--- src/rtl/sc_mmio_ports.sv ---
// Memory-mapped I/O port block: N_OUT output registers, N_IN synchronised inputs, sticky change flags.
// Define SC_MMIO_IRQ_EN to add the MASK register and the registered irq output.
module sc_mmio_ports #(
  parameter int          DATA_W  = 32,
  parameter int          N_IN    = 2,
  parameter int          N_OUT   = 2,
  parameter logic [31:0] IO_BASE = 32'hFFFF_FF00
) (
  input  logic                      clock,
  input  logic                      resetn,
  input  logic [31:0]               addr,
  input  logic [DATA_W-1:0]         wdata,
  input  logic                      we,
  output logic                      io_hit,
  output logic [DATA_W-1:0]         rdata,
  output logic [N_OUT*DATA_W-1:0]   out_port,
  input  logic [N_IN*DATA_W-1:0]    in_port
`ifdef SC_MMIO_IRQ_EN
  ,
  output logic                      irq
`endif
);

  if (DATA_W < N_IN || N_IN < 1 || N_IN > 16 || N_OUT < 1 || N_OUT > 16) begin : g_bad_cfg
    $error("sc_mmio_ports: illegal parameters (need 1<=N_IN<=16, 1<=N_OUT<=16, DATA_W>=N_IN)");
  end

  localparam logic [5:0] OFF_FLAGS = 6'd32;
  localparam logic [5:0] OFF_MASK  = 6'd33;

  logic [5:0]        off;
  logic              wr;
  logic              unused_addr_bits;

  logic [DATA_W-1:0] out_q [N_OUT];
  logic [DATA_W-1:0] out_d [N_OUT];
  logic [DATA_W-1:0] s1_q  [N_IN];
  logic [DATA_W-1:0] s2_q  [N_IN];
  logic [DATA_W-1:0] s3_q  [N_IN];
  logic [N_IN-1:0]   flags_q;
  logic [N_IN-1:0]   flags_d;

  assign io_hit           = (addr[31:8] == IO_BASE[31:8]);
  assign off              = addr[7:2];
  assign wr               = we & io_hit;
  assign unused_addr_bits = ^addr[1:0];

  always_comb begin
    for (int k = 0; k < N_OUT; k++) begin
      out_d[k] = (wr && off == 6'(k)) ? wdata : out_q[k];
    end
    // A change detected on this edge outranks a W1C of the same bit.
    for (int k = 0; k < N_IN; k++) begin
      flags_d[k] = (flags_q[k] & ~(wr && off == OFF_FLAGS && wdata[k])) | (s2_q[k] != s3_q[k]);
    end
  end

  always_ff @(posedge clock or negedge resetn) begin
    if (!resetn) begin
      for (int k = 0; k < N_OUT; k++) out_q[k] <= '0;
      flags_q <= '0;
    end else begin
      for (int k = 0; k < N_OUT; k++) out_q[k] <= out_d[k];
      flags_q <= flags_d;
    end
  end

  genvar gi;
  for (gi = 0; gi < N_OUT; gi++) begin : g_out
    assign out_port[gi*DATA_W +: DATA_W] = out_q[gi];
  end

  for (gi = 0; gi < N_IN; gi++) begin : g_in
    always_ff @(posedge clock or negedge resetn) begin
      if (!resetn) begin
        s1_q[gi] <= '0;
        s2_q[gi] <= '0;
        s3_q[gi] <= '0;
      end else begin
        s1_q[gi] <= in_port[gi*DATA_W +: DATA_W];
        s2_q[gi] <= s1_q[gi];
        s3_q[gi] <= s2_q[gi];
      end
    end
  end

`ifdef SC_MMIO_IRQ_EN
  logic [N_IN-1:0] mask_q;
  logic [N_IN-1:0] mask_d;
  logic            irq_q;
  logic            irq_d;

  // irq trails the flag register by one edge, both on assert and on W1C release.
  always_comb begin
    mask_d = (wr && off == OFF_MASK) ? wdata[N_IN-1:0] : mask_q;
    irq_d  = |(flags_q & mask_q);
  end

  always_ff @(posedge clock or negedge resetn) begin
    if (!resetn) begin
      mask_q <= '0;
      irq_q  <= 1'b0;
    end else begin
      mask_q <= mask_d;
      irq_q  <= irq_d;
    end
  end

  assign irq = irq_q;
`endif

  always_comb begin
    rdata = '0;
    if (io_hit) begin
      for (int k = 0; k < N_OUT; k++) begin
        if (off == 6'(k)) rdata = out_q[k];
      end
      for (int k = 0; k < N_IN; k++) begin
        if (off == 6'(16 + k)) rdata = s2_q[k];
      end
      if (off == OFF_FLAGS) rdata = DATA_W'(flags_q);
`ifdef SC_MMIO_IRQ_EN
      if (off == OFF_MASK) rdata = DATA_W'(mask_q);
`endif
    end
  end

endmodule

--- config.mk ---
export PLATFORM = sky130hd
export DESIGN_NAME = sc_mmio_ports
export DESIGN_NICKNAME = d
export VERILOG_FILES = /design/src/rtl/sc_mmio_ports.sv
export SDC_FILE = /design/constraint.sdc
export NUM_CORES = 1
export LEC_CHECK = 0
export ABC_AREA = 1
export CAP_MARGIN = 20
export CORE_AREA = 2 2 149 151
export DETAILED_ROUTE_END_ITERATION = 12
export DIE_AREA = 0 0 151 153
export PLACE_DENSITY = 0.78
export SLEW_MARGIN = 30
export SYNTH_ARGS = -nofsm -noshare
export SYNTH_HDL_FRONTEND = slang
export SYNTH_SLANG_ARGS = --single-unit
export TNS_END_PERCENT = 20
--- constraint.sdc ---
create_clock -name clock -period 1.44 [get_ports clock]
set_input_delay 0.288 -clock clock [delete_from_list [all_inputs] [get_ports clock]]
set_output_delay 0.288 -clock clock [all_outputs]
set_load 0.005 [all_outputs]
---- Yosys cells after proc, flatten, opt, wreduce, memory -nomap -nowiden ----
Index checks and enable logic that the tools add are counted.
storage, ports and cells
  bits in registers ....................... 258
  input bits .............................. 131
  output and inout bits ................... 97
  logic and storage cells ................. 35
cells by class
  equality and inequality tests ........... 7
  mux-type cells .......................... 6
  bitwise operators ....................... 7
  reduce and logical (&&, ||, !) cells .... 6
operators by type and width
  cell                  count
  $mux 32               6
  $ne 32x32->1          2
  $eq 24x24->1 const B  1
  $eq 6x5->1 const B    2
  $eq 6x1->1 const B    1
  $eq 6x6->1 const B    1
  $logic_not 6->1       1
  $logic_and 1x1->1     5
  $and 1x1->1           3
  $not 1->1             2
  $or 1x1->1            2

---- Logic depth before layout (Yosys ltp) ----
  depth in word-level cells ............... 7
  depth in mapped cells ................... 10
  gate-level depth less buffers ........... 9

---- Worst setup path after synthesis ----
Ideal clock, no wire load.
  kind .................................... input to output
  start point ............................. in addr[5]
  end point ............................... out rdata[23]
  arrival ................................. 1.240 ns
  data required time ...................... 1.152 ns
  setup slack ............................. -0.088 ns
  stages .................................. 8
  buffers on the path ..................... 1
  path through ............................ nor2_2 > nand2_1 > nor2_2 > nand2_2 > clkbuf_1 > o22ai_1 > nor2_1 > nor2_1
between the ends
  cells in the longest elaborated chain, start to end .. 7
  elaborated cells on any way between the ends .. 11
  those cells by class .................... eq/ne: 4; mux: 6; reduce/logical: 1
RTL lines
  element                line  source
  from (decl)            11    input logic [31:0] addr,
  $logic_not 6->1        116   if (off == 6'(k)) rdata = out_q[k];
  $mux 32 (2 in series)  116
  $mux 32 (2 in series)  119   if (off == 6'(16 + k)) rdata = s2_q[k];
  $mux 32 *              121   if (off == OFF_FLAGS) rdata = DATA_W'(flags_q);
  $mux 32 *              114   if (io_hit) begin
  to (decl)              15    output logic [DATA_W-1:0] rdata,
Mark *: on every way between the ends. The rest lies on a longest branch, timed or not.

---- Final worst setup path ----
  start point ............................. in addr[4]
  end point ............................... out rdata[18]
The elaborated chain is that of the path after synthesis.

==> metrics.txt <==
Crit Path Max Fanout=8; met1 usage=28.4%; CTS clk-pin slew, worst paths=0.06 ns; critical path class=input pin to output port; Slew HR=75.6%; grt peak-use layer=met2; PD cells=between 1000 and 1500 mW/mm²; GRT overflow=0; FF-to-FF Start=s2_q[35]$_DFF_PN0_; worst setup margin=-0.547 ns; minimum clock period=around 2.0 ns; CTS Buf Count=27; post-synthesis area per instance=10.7 µm²; post-place setup slack=-1.30 ns; RSZ-0062 raised after global routing=yes; CTS tree=built; Clock Power Share=45.7%; Clock Sinks=approximately 260; Remaining DRCs=0; Critical-path top delay cell=nor2_4; clk_skew=0.0139 ns; delay-heaviest family, CP=simple AND/OR/NAND/NOR gates; post-route ant nets=0; CTS max path bufs=3; nets@finish=1411; Leak=approximately 0.0072 µW; Combinational Power Share=6.5%; Seq cells post-synth=258; detailed placer's ending HPWL=17.9 mm; hold wc startpoint=in_port[63]; Worst Hold Margin=between 0.15 and 0.2 ns; HP Class=input pin to register; ranking of synthesized cells by area=dfrtp_1, nand2_1, xor2_1; Critical Path End Type=output port; area delta synth->final=61.6%; core area=0.0215 mm²; Yosys top cell area share=68.8%; Initial Util=43.7%; CP Launch Point=addr[4]; Internal=12600 µW; CP Launch Type=input pin; vias in the first global route=8169; # fillers=1422; Die Wd=151 µm; met3 Use GR=5.46%; met2 Usage GRT=42.1%; cells after synthesis=878; period utilization=138%; H-tree depth=1; Seq pwr share=a little under half; num ports=between 200 and 250; clk_lat worst skew=0.52 ns; Max VDD drop=0.969 mV; switching part of the total power=a little over a fifth; vias per std cell=4.88; Synth cell types=19; MaxCap Viol Count=0; Worst R2R Setup Slack=roughly 0.030 ns; Yosys warning total=0; final count of negative-setup-slack endpoints=74; Seq/Total Area, Yosys=68.8%; synthesized area=0.00938 mm²; area leader, netlist=dfrtp_1; via count=slightly below 8000; crit path DAT=1.70 ns; root buffer cell=clkbuf_16; CP Cell Sequence=buf_6, nor2_4, nand2_2, nor2_4, buf_6, nand2_8, buf_12, nand2_2, nor2_1, nor2_1, buf_2; routability cong.=roughly 0.84; all-layer global routing usage=24.0%; Synthesized Nets=1009; violations in the final reports=setup timing; layout cells sized above 1=34.9%; TritonRoute pass-1 iters=5; status=finished with violations; Hold Fails Final Rpt=0; Die H=153 µm; row count=54; switching power=3470 µW; CP Buf/Inv Count=4; WL final=28.9 mm; Initial DRC Count=approximately 350; die area=0.0231 mm²; initial antenna violation count=1; Worst path max stage delay=roughly 0.2 ns; largest net degree at the start of global routing=44; wire per inst=between 15 and 20 µm; Crit path required time=1.15 ns; IO Port Bufs=225; most common cell after layout, fill and taps aside=dfrtp_1; Slew @ Worst Pin=0.366 ns; most frequent cells in the layout=dfrtp_1, nand2_1, buf_6; first-pass GRT wire length=roughly 43 mm; fin. max-slew vios=0; f_max=a little over 500 MHz
-- worst paths after layout --
| path | endpoint | cells past startpoint |
|---|---|---|
| worst max-delay path | rdata[18] | 11 |
| worst min-delay path | s1_q[31]$_DFF_PN0_ | 1 |
| worst max register to register | flags_q[0]$_DFF_PN0_ | 8 |
| worst min register to register | s2_q[4]$_DFF_PN0_ | 0 |
| max in group asynchronous | s2_q[49]$_DFF_PN0_ | 3 |
| min in group asynchronous | out_port[25]$_DFFE_PN0P_ | 2 |
-- sequential cells by signal, indices dropped and copies added (netlist names) --
name      count
s3_q         64
s2_q         64
out_port     64
flags_q       2
s1_q         64
-- power groups by stage --
stage / Clock [µW] / Combinational [µW] / Sequential, µW
finish: 7350 / 1050 / 7680
global route: 7780 / 1150 / 7700
global placement: 0 / 953 / 7780
floorplan: 0 / 224 / 7770
CTS: 7430 / 1010 / 7670
detailed placement: 0 / 978 / 7790
-- Yosys cell counts (all sizes together) --
master,number
buf,22
clkbuf,8
dfrtp,258
inv,82
nand2,185
nand3,7
nand4,2
nor2,125
o21ai,99
o21bai,2
o22ai,30
xor2,58
-- timing repair --
item / in CTS / in global routing
hold endpoints to repair: 112 / 0
gates resized for setup: 541 / 85
pin swaps: 64 / 38
gates cloned: 5 / 2
hold buffers: 1 / 0
setup endpoints to repair: 162 / 123
buffers inserted: 23 / 3
-- layer usage --
layer | routed length, µm | vias to the layer above
met5 | 0 | -
met4 | 1110 | 0
met3 | 1680 | 81
met2 | 15100 | 288
met1 | 11000 | 3803
li1 | - | 3555
-- metrics by stage --
step / utilization, % / power (µW) / instances / area [µm²] / setup TNS [ns]
after floorplan: - / 7990 / 878 / 9470 / -1.25
after CTS: 69.1 / 16100 / 1578 / 14800 / -14.72
after global routing: 70.5 / 16600 / 1581 / 15100 / -20.92
final: 70.5 / 16100 / 1582 / 15200 / -16.41
after detailed placement: 61.3 / 8770 / 1500 / 13200 / -92.46
after global placement: 61.3 / 8730 / 1500 / 13200 / -88.48
-- layout make-up --
class / count / area [µm²] / share of cell area [%]
flip-flops and latches: 258 / 6460 / 42.6
repair buffers: 402 / 4080 / 26.9
multi-input cells: 509 / 2990 / 19.7
clock buffers: 36 / 779 / 5.14
well taps: 280 / 350 / 2.31
inverters: 82 / 315 / 2.08
clock inverters: 14 / 181 / 1.20
diodes: 1 / 2.50 / 0.0165
-- kinds of logic after synthesis --
family / count (synthesis) / synth area share (%)
AOI/OAI and AO/OA: 131 / 7.44
xor gates and xnor gates: 58 / 5.42
buffers and inverters: 112 / 5.04
DFF: 258 / 68.8
and+or+nand+nor: 319 / 13.3
-- worst register-to-register path: stages (launching register included) --
cell and delay [ns]:
dfrtp_1 0.40, buf_4 0.15, xor2_1 0.15, nor2_1 0.11, nand2_1 0.08, nor2_1 0.17, nand2_1 0.07, nor2_1 0.10
nand2_1 0.06
Note: power is estimated with default switching activity, not from simulation.
